==> src/rtl/video_timing_pkg.sv <==
// Shared video timing constants and types: 720p60 defaults, a 480p set for
// other video blocks, the RGB width and the sync bundle layout.
package video_timing_pkg;

  localparam int RGB_W = 24;

  // 1280x720 @ 60 Hz (74.25 MHz pixel clock)
  localparam int H_ACTIVE_720P = 1280;
  localparam int H_FP_720P     = 110;
  localparam int H_SYNC_720P   = 40;
  localparam int H_BP_720P     = 220;
  localparam int V_ACTIVE_720P = 720;
  localparam int V_FP_720P     = 5;
  localparam int V_SYNC_720P   = 5;
  localparam int V_BP_720P     = 20;

  // 640x480 @ 60 Hz (25.175 MHz pixel clock)
  localparam int H_ACTIVE_480P = 640;
  localparam int H_FP_480P     = 16;
  localparam int H_SYNC_480P   = 96;
  localparam int H_BP_480P     = 48;
  localparam int V_ACTIVE_480P = 480;
  localparam int V_FP_480P     = 10;
  localparam int V_SYNC_480P   = 2;
  localparam int V_BP_480P     = 33;

  typedef struct packed {
    logic frame_start;
    logic de;
    logic vsync;
    logic hsync;
  } sync_t;

  function automatic int line_total(int active, int fp, int sync, int bp);
    return active + fp + sync + bp;
  endfunction

endpackage

==> src/rtl/video_scan_timing_if.sv <==
// Pixel-generator link: coordinates and dimensions out, RGB back.
interface video_scan_timing_if
  import video_timing_pkg::*;
#(
  parameter int X_BITS = 12,
  parameter int Y_BITS = 11
);
  logic [X_BITS-1:0] pixX;
  logic [Y_BITS-1:0] pixY;
  logic [X_BITS-1:0] screenWidth;
  logic [Y_BITS-1:0] screenHeight;
  logic [X_BITS-1:0] frameWidth;
  logic [Y_BITS-1:0] frameHeight;
  logic [RGB_W-1:0]  I_rgb;

  modport master (
    output pixX, pixY, screenWidth, screenHeight, frameWidth, frameHeight,
    input  I_rgb
  );

  modport slave (
    input  pixX, pixY, screenWidth, screenHeight, frameWidth, frameHeight,
    output I_rgb
  );
endinterface

==> src/rtl/sync_delay_line.sv <==
// Fixed-depth shift register with asynchronous reset to a chosen idle word.
module sync_delay_line #(
  parameter int               WIDTH     = 4,
  parameter int               DEPTH     = 2,
  parameter logic [WIDTH-1:0] RESET_VAL = '0
) (
  input  logic             clk,
  input  logic             rst_n,
  input  logic [WIDTH-1:0] d,
  output logic [WIDTH-1:0] q
);

  logic [WIDTH-1:0] stage [DEPTH];

  always_ff @(posedge clk or negedge rst_n) begin
    if (!rst_n) begin
      for (int i = 0; i < DEPTH; i++) stage[i] <= RESET_VAL;
    end else begin
      stage[0] <= d;
      for (int i = 1; i < DEPTH; i++) stage[i] <= stage[i-1];
    end
  end

  assign q = stage[DEPTH-1];

endmodule

==> src/rtl/video_scan_timing.sv <==
// Raster counter and sync generator; aligns sync/de with the pixel generator's
// returned RGB and presents one coherent pixel stream to the encoder.
module video_scan_timing
  import video_timing_pkg::*;
#(
  parameter int X_BITS      = 12,
  parameter int Y_BITS      = 11,
  parameter int H_ACTIVE    = H_ACTIVE_720P,
  parameter int H_FP        = H_FP_720P,
  parameter int H_SYNC      = H_SYNC_720P,
  parameter int H_BP        = H_BP_720P,
  parameter int V_ACTIVE    = V_ACTIVE_720P,
  parameter int V_FP        = V_FP_720P,
  parameter int V_SYNC      = V_SYNC_720P,
  parameter int V_BP        = V_BP_720P,
  parameter bit SYNC_POL    = 1'b1,
  parameter int GEN_LATENCY = 1
) (
  input  logic              I_clk_pixel,
  input  logic              I_reset_n,
  video_scan_timing_if.master pg,
  output logic [RGB_W-1:0]  O_rgb,
  output logic              O_hsync,
  output logic              O_vsync,
  output logic              O_de,
  output logic              O_frame_start
);

  localparam int H_TOTAL = line_total(H_ACTIVE, H_FP, H_SYNC, H_BP);
  localparam int V_TOTAL = line_total(V_ACTIVE, V_FP, V_SYNC, V_BP);
  localparam int DEPTH   = GEN_LATENCY + 1;
  localparam sync_t SYNC_IDLE = '{frame_start: 1'b0, de: 1'b0,
                                  vsync: ~SYNC_POL, hsync: ~SYNC_POL};

  if (GEN_LATENCY < 1 || GEN_LATENCY > 4) begin : g_bad_latency
    $error("video_scan_timing: GEN_LATENCY must be 1..4");
  end
  if (H_ACTIVE == 0 || H_FP == 0 || H_SYNC == 0 || H_BP == 0 ||
      V_ACTIVE == 0 || V_FP == 0 || V_SYNC == 0 || V_BP == 0) begin : g_bad_timing
    $error("video_scan_timing: timing parameters must be non-zero");
  end
  if (H_TOTAL > (1 << X_BITS) || V_TOTAL > (1 << Y_BITS)) begin : g_bad_width
    $error("video_scan_timing: counter widths too small for frame size");
  end

  logic [X_BITS-1:0] pix_x_p0;
  logic [Y_BITS-1:0] pix_y_p0;
  sync_t             raw_p0;
  sync_t             sync_pd;
  logic [RGB_W-1:0]  rgb_p1;
  logic              hs_active;
  logic              vs_active;

  // Stage p0: raster counters, the only state the coordinates depend on
  always_ff @(posedge I_clk_pixel or negedge I_reset_n) begin
    if (!I_reset_n) begin
      pix_x_p0 <= '0;
      pix_y_p0 <= '0;
    end else if (pix_x_p0 == X_BITS'(H_TOTAL - 1)) begin
      pix_x_p0 <= '0;
      pix_y_p0 <= (pix_y_p0 == Y_BITS'(V_TOTAL - 1)) ? '0 : pix_y_p0 + 1'b1;
    end else begin
      pix_x_p0 <= pix_x_p0 + 1'b1;
    end
  end

  always_comb begin
    hs_active = (pix_x_p0 >= X_BITS'(H_ACTIVE + H_FP)) &&
                (pix_x_p0 <  X_BITS'(H_ACTIVE + H_FP + H_SYNC));
    vs_active = (pix_y_p0 >= Y_BITS'(V_ACTIVE + V_FP)) &&
                (pix_y_p0 <  Y_BITS'(V_ACTIVE + V_FP + V_SYNC));
    raw_p0             = SYNC_IDLE;
    raw_p0.de          = (pix_x_p0 < X_BITS'(H_ACTIVE)) && (pix_y_p0 < Y_BITS'(V_ACTIVE));
    raw_p0.hsync       = hs_active ~^ SYNC_POL;
    raw_p0.vsync       = vs_active ~^ SYNC_POL;
    raw_p0.frame_start = (pix_x_p0 == '0) && (pix_y_p0 == '0);
  end

  assign pg.pixX         = pix_x_p0;
  assign pg.pixY         = pix_y_p0;
  assign pg.screenWidth  = X_BITS'(H_ACTIVE);
  assign pg.screenHeight = Y_BITS'(V_ACTIVE);
  assign pg.frameWidth   = X_BITS'(H_TOTAL);
  assign pg.frameHeight  = Y_BITS'(V_TOTAL);

  // Stages p1..pD: sync bundle delayed to meet the registered generator output
  sync_delay_line #(
    .WIDTH     ($bits(sync_t)),
    .DEPTH     (DEPTH),
    .RESET_VAL (SYNC_IDLE)
  ) u_sync_delay (
    .clk   (I_clk_pixel),
    .rst_n (I_reset_n),
    .d     (raw_p0),
    .q     (sync_pd)
  );

  // Final stage: RGB capture; blanking forced black by the delayed de
  always_ff @(posedge I_clk_pixel) begin
    rgb_p1 <= pg.I_rgb;
  end

  assign O_rgb         = sync_pd.de ? rgb_p1 : '0;
  assign O_hsync       = sync_pd.hsync;
  assign O_vsync       = sync_pd.vsync;
  assign O_de          = sync_pd.de;
  assign O_frame_start = sync_pd.frame_start;

endmodule

==> src/flat_wrapper.sv <==
// flat-port wrapper written by rule: the top's interface ports become plain ports
module video_scan_timing_flat import video_timing_pkg::*;
#(
  parameter int X_BITS      = 12,
  parameter int Y_BITS      = 11,
  parameter int H_ACTIVE    = H_ACTIVE_720P,
  parameter int H_FP        = H_FP_720P,
  parameter int H_SYNC      = H_SYNC_720P,
  parameter int H_BP        = H_BP_720P,
  parameter int V_ACTIVE    = V_ACTIVE_720P,
  parameter int V_FP        = V_FP_720P,
  parameter int V_SYNC      = V_SYNC_720P,
  parameter int V_BP        = V_BP_720P,
  parameter bit SYNC_POL    = 1'b1,
  parameter int GEN_LATENCY = 1
)
  (I_clk_pixel, I_reset_n, O_rgb, O_hsync, O_vsync, O_de, O_frame_start, pg_pixX, pg_pixY, pg_screenWidth, pg_screenHeight, pg_frameWidth, pg_frameHeight, pg_I_rgb);
  video_scan_timing_if #(.X_BITS(X_BITS), .Y_BITS(Y_BITS)) pg_i ();
  input  logic I_clk_pixel;
  input  logic I_reset_n;
  output logic [RGB_W-1:0] O_rgb;
  output logic O_hsync;
  output logic O_vsync;
  output logic O_de;
  output logic O_frame_start;
  output wire logic [$bits(pg_i.pixX)-1:0] pg_pixX;
  output wire logic [$bits(pg_i.pixY)-1:0] pg_pixY;
  output wire logic [$bits(pg_i.screenWidth)-1:0] pg_screenWidth;
  output wire logic [$bits(pg_i.screenHeight)-1:0] pg_screenHeight;
  output wire logic [$bits(pg_i.frameWidth)-1:0] pg_frameWidth;
  output wire logic [$bits(pg_i.frameHeight)-1:0] pg_frameHeight;
  input wire logic [$bits(pg_i.I_rgb)-1:0] pg_I_rgb;
  assign pg_pixX = pg_i.pixX;
  assign pg_pixY = pg_i.pixY;
  assign pg_screenWidth = pg_i.screenWidth;
  assign pg_screenHeight = pg_i.screenHeight;
  assign pg_frameWidth = pg_i.frameWidth;
  assign pg_frameHeight = pg_i.frameHeight;
  assign pg_i.I_rgb = pg_I_rgb;
  video_scan_timing #(.X_BITS(X_BITS), .Y_BITS(Y_BITS), .H_ACTIVE(H_ACTIVE), .H_FP(H_FP), .H_SYNC(H_SYNC), .H_BP(H_BP), .V_ACTIVE(V_ACTIVE), .V_FP(V_FP), .V_SYNC(V_SYNC), .V_BP(V_BP), .SYNC_POL(SYNC_POL), .GEN_LATENCY(GEN_LATENCY)) u_core (.I_clk_pixel(I_clk_pixel), .I_reset_n(I_reset_n), .pg(pg_i), .O_rgb(O_rgb), .O_hsync(O_hsync), .O_vsync(O_vsync), .O_de(O_de), .O_frame_start(O_frame_start));
endmodule
==> config.mk <==
export PLATFORM = sky130hd
export DESIGN_NAME = video_scan_timing_flat
export DESIGN_NICKNAME = d
export VERILOG_FILES = /design/src/rtl/video_timing_pkg.sv /design/src/rtl/video_scan_timing_if.sv /design/src/rtl/sync_delay_line.sv /design/src/rtl/video_scan_timing.sv /design/src/flat_wrapper.sv
export SDC_FILE = /design/constraint.sdc
export NUM_CORES = 1
export LEC_CHECK = 0
export BUFFER_PORTS_ARGS = -buffer_cell sky130_fd_sc_hd__buf_2
export CORE_MARGIN = 10
export CORE_UTILIZATION = 50
export DETAILED_ROUTE_END_ITERATION = 10
export MAX_ROUTING_LAYER = met4
export PLACE_DENSITY_LB_ADDON = 0.3
export SYNTH_ARGS = -nofsm -noshare
export SYNTH_HDL_FRONTEND = slang
export SYNTH_SLANG_ARGS = --single-unit
==> constraint.sdc <==
create_clock -name I_clk_pixel -period 5.4 [get_ports I_clk_pixel]
set_input_delay 0.54 -clock I_clk_pixel [delete_from_list [all_inputs] [get_ports I_clk_pixel]]
set_output_delay 0.54 -clock I_clk_pixel [all_outputs]
set_load 0.03 [all_outputs]
### Yosys cells after proc, flatten, opt, wreduce, memory -nomap -nowiden

Index checks and enable logic that the tools add are counted.

* bits in registers: 55
* latch bits: 0
* RAM bits: 0
* bits in read-only memories: 0
* bits of input ports: 26
* output and inout port bits: 97
* logic and storage cells: 24
* memories: 0

* $add $sub $neg: 2
* multipliers: 0
* div/mod/pow operators: 0
* order comparisons: 6
* equal/unequal tests: 2
* shift operators: 0
* multiplexer cells: 3
* bitwise logic cells: 0
* reduce and logical (&&, ||, !) cells: 6

Operator list (number)
* less-than comparator 12 x 11 -> 1 bit (second input constant): 2
* two-way mux 24 bit: 1
* less-than comparator 11 x 10 -> 1 bit (second input constant): 2
* adder 12 x 1 -> 12 bit (second input constant): 1
* equality test 12 x 11 -> 1 bit (second input constant): 1
* greater-or-equal comparator 12 x 11 -> 1 bit (second input constant): 1
* logical NOT 12 bit: 1
* two-way mux 12 bit: 1
* adder 11 x 1 -> 11 bit (second input constant): 1
* equality test 11 x 10 -> 1 bit (second input constant): 1
* greater-or-equal comparator 11 x 10 -> 1 bit (second input constant): 1
* logical NOT 11 bit: 1
* two-way mux 11 bit: 1
* logical AND 1 bit: 4

### Longest topological paths before layout

* depth after elaboration: 2
* gate-level depth with buffers: 7
* mapped depth without buffers: 6

### Hierarchy

From an unflattened synthesis, not the netlist that was laid out.

* cell total of the unflattened synthesis: 253
* area total of the unflattened synthesis: 2640.0 um^2

Modules (own cells, without submodules)
* video_scan_timing: instances 1, cells each 241, area an instance 2409.8 um^2, seq. area each 1056.0 um^2
* sync_delay_line: instances 1, cells each 12, area an instance 230.2 um^2, seq. area each 200.2 um^2

### Worst setup path before layout

OpenSTA, ideal clock, no wires.

* kind: register to register
* start point: register u_core.pix_x_p0[7], in the netlist u_core.pg.pixX[7]
* end point: register u_core.pix_y_p0[7], in the netlist u_core.pg.pixY[7]
* setup time: 0.126 ns
* data arrival time: 2.150 ns
* required time: 5.274 ns
* setup slack: 3.124 ns
* cell stages (with the launch flop): 5
* buffers on the path: 1
* clock period less this slack: 2.276 ns
* cells stage by stage: dfrtp_1 -> or4_4 -> or4_4 -> buf_6 -> a221o_2

* longest elaborated chain between the ends: 1

Ends and longest elaborated chain
* start: declaration: line video_scan_timing.sv:46 `logic [X_BITS-1:0] pix_x_p0;`
* start signal: assignment: line video_scan_timing.sv:63 `pix_x_p0 <= pix_x_p0 + 1'b1;`
* equality test 12 x 11 -> 1 bit: line video_scan_timing.sv:59 `end else if (pix_x_p0 == X_BITS'(H_TOTAL - 1)) begin`
* end signal: assignment: line video_scan_timing.sv:61 `pix_y_p0 <= (pix_y_p0 == Y_BITS'(V_TOTAL - 1)) ? '0 : pix_y_p0 + 1'b1;`
* end: declaration: line video_scan_timing.sv:47 `logic [Y_BITS-1:0] pix_y_p0;`

Every way passes these cells.
A chain may end at the register's enable or synchronous reset.

### Worst setup path after layout

* start point: register u_core.pix_x_p0[7], in the netlist u_core.pg.pixX[7]
* end point: register u_core.pix_y_p0[4], in the netlist u_core.pg.pixY[4]

The elaborated chain is that of the path after synthesis.

==> metrics.txt <==
status=complete, no violations; clk slew on worst S/H paths=0.09 ns; Setup TNS=0 ns; Sink Count=55; max-cap violation count=0; Final GP Congestion=approximately 0.81; crit-path max cell delay=between 0.5 and 0.6 ns; CP top delay family=simple AND/OR/NAND/NOR gates; # Post-CTS Setup Buffers=0; Post-CTS Resized=0; NumNets Final=between 300 and 400; worst endpoint required time=around 5.6 ns; DR vias=about 1,900; vias per cell=about 4.7; Synth area leader=dfrtp_1; area of the core=roughly 4800 um2; Fin Clk Skew=0.00736 ns; min cycle time layout=approximately 2.2 ns; Tot GR Track Use=between 10% and 20%; Die ar.=around 8300 um2; ANT nets after route=0; CP Cell Sequence=or4_4 > nor4_2 > buf_4 > nand4_1 > mux2i_1; crit-path max FO=13; Hold Crit Class=in -> async; Setup crit end kind=register; drt first-iter violations=98; dpl ws=approximately 3.2 ns; VDD IR-drop max=0.0941 mV; post-synth cell types=43; Remaining DRCs=0; Critical-path top delay cell=or4_4; top cells by area, synth=dfrtp_1 30%, dfxtp_1 19%, buf_4 14%; Top Ports=123; vias in the first global route=1,835; DP Wirelength=4.74 mm; WL per Instance=~15 um; period utilisation layout=around 41%; cts hold-fix bufs=0; Num CTS Buffers=5; worst-margin pin slew=0.690 ns; antenna fix cells=0; fin worst setup slack=3.16 ns; Post-synth ARST share=roughly 56%; CP startpoint kind=register; cells after synthesis=249; Max-slew headroom=54.0%; layout cells sized above 1=approximately 29%; critical path class=reg -> reg; fmax=0.447 GHz; largest net degree at the start of global routing=32; crit path DAT=between 2 and 2.5 ns; Pwr Density=roughly 260 nW/um2; Initial Util=between 50 and 60%; CP bufs+invs=1; first-pass GRT wire length=9.48 mm; initial antenna violation count=0; final WL=approximately 6.0 mm; endpoints failing setup=0; Avg Inst Size Synth=between 10 and 15 um2; Post-Syn Area=roughly 2500 um2; Die Width=91.4 um; number of flops mapped to enable cells by yosys=0; GR Overflow Total=0; clk buf depth=2; final hold viol count=0; Main synth FF type=dfrtp_1; area delta synth->final=14.2%; drt pass-1 iters=4; unrepaired setup endpoints after global routing=false; Yosys top cell area share=a little under a third; port buffer count=between 70 and 80; # rows=25; Seq/Total Area, Yosys=around half; Yosys warnings=0; Clock Latency Late Sink=approximately 0.3 ns; htree depth=2; Yosys reg bits=between 50 and 60; Final Max Slew Viols=0; die height=just over 90 um; CTS tree=built; CTS Root Cell=clkbuf_8; Lkg Pwr=roughly 1.5 nW
==> per-stage QoR <==
stage | std cells | hold slack (ns) | util (%) | total power (W) | instance area (um2)
2_1_floorplan | 293 | 0.244 | - | 0.000522 | 2710
5_1_grt | 392 | 0.311 | 60.4 | 0.000788 | 2910
6_report | 392 | 0.263 | 60.4 | 0.000759 | 2910
3_5_place_dp | 385 | 0.337 | 58.3 | 0.000520 | 2810
3_3_place_gp | 385 | 0.332 | 58.3 | 0.000518 | 2810
4_1_cts | 392 | 0.293 | 60.4 | 0.000765 | 2910
==> cells by family after synthesis <==
| logic type | after synthesis | synth area share (%) |
|---|---|---|
| adders and majority gates | 6 | 2.95 |
| xor gates and xnor gates | 12 | 4.13 |
| other | 2 | 0.295 |
| AOI/OAI and AO/OA | 22 | 6.34 |
| DFF | 55 | 49.3 |
| buffers and inverters | 58 | 15.6 |
| muxes | 1 | 0.393 |
| and+or+nand+nor | 93 | 20.9 |
==> synth_stat cells (3+ instances only) <==
library cell	instances
and3_1	5
and2_1	25
dfxtp_1	24
inv_1	6
xor2_1	8
nor2_1	19
ha_1	6
dfrtp_1	31
nand4_1	6
nor3_1	3
nand2_1	11
nand3_1	8
clkbuf_1	5
buf_4	46
a21oi_1	6
xnor2_1	4
nor4_1	3
==> final cells by class <==
| type | instances | area, um2 |
|---|---|---|
| tap | 67 | 83.8 |
| timing repair buffer | 77 | 388 |
| inverter | 6 | 22.5 |
| fill | 428 | 1910 |
| multi-input combinational | 180 | 1060 |
| clock buffer | 6 | 93.8 |
| clock inverter | 1 | 6.26 |
| sequential | 55 | 1260 |
==> final timing paths <==
check / start / endpoint / slack [ns] / depth (start not counted)
worst min-delay path: I_reset_n / u_core.pg.pixX[7] / 0.26 / 1
worst max register to register: u_core.pg.pixX[7] / u_core.pg.pixY[4] / 3.16 / 5
max in group asynchronous: I_reset_n / u_core.u_sync_delay.q[1] / 4.68 / 1
worst min register to register: u_core.u_sync_delay.stage[7] / u_core.u_sync_delay.q[3] / 0.36 / 0
min in group I_clk_pixel: pg_I_rgb[9] / u_core.rgb_p1[9] / 0.33 / 1
worst max-delay path: u_core.pg.pixX[7] / u_core.pg.pixY[4] / 3.16 / 5
==> power breakdown <==
part | total, W | switching [W] | internal, W
Clock | 0.000247 | 0.000130 | 0.000117
Sequential | 0.000420 | 0.00000190 | 0.000418
Combinational | 0.0000915 | 0.0000745 | 0.0000170
Total | 0.000759 | 0.000206 | 0.000553
==> cell usage in the layout, fill, tap and decap left out, types with 2 or more instances in the layout <==
cell / Yosys / routed
nor4_1: 3 / 3
nor2_1: 19 / 19
or4_4: 2 / 2
conb_1: 2 / 46
ha_1: 6 / 6
clkbuf_8: 0 / 5
a41oi_1: 2 / 2
a21o_1: 2 / 2
xnor2_1: 4 / 4
nor2b_1: 2 / 2
nor3_1: 3 / 3
a31oi_1: 2 / 2
nand2_1: 11 / 11
and3_1: 5 / 5
o21ai_0: 2 / 2
nand4_1: 6 / 6
dfxtp_1: 24 / 24
and2_1: 25 / 25
nand3_1: 8 / 8
xor2_1: 8 / 8
a21oi_1: 6 / 6
inv_1: 6 / 6
buf_2: 0 / 76
dfrtp_1: 31 / 31
==> routing by layer <==
metal  share of wire (%)  GRT usage, %  vias to the layer above
li1                    -             -                      888
met1                  47          17.8                      875
met2                  46          21.0                       86
met3                 6.3          4.69                        6
met4                0.76          3.13                        0
met5                   0             -                        -
==> sequential cells by signal, summed over array words and instances (netlist names) <==
name,flops
u_core.u_sync_delay.q,4
u_core.pg.pixY,11
u_core.pg.pixX,12
u_core.rgb_p1,24
u_core.u_sync_delay.stage,4
No activity file was read; power rests on OpenSTA's default activity.
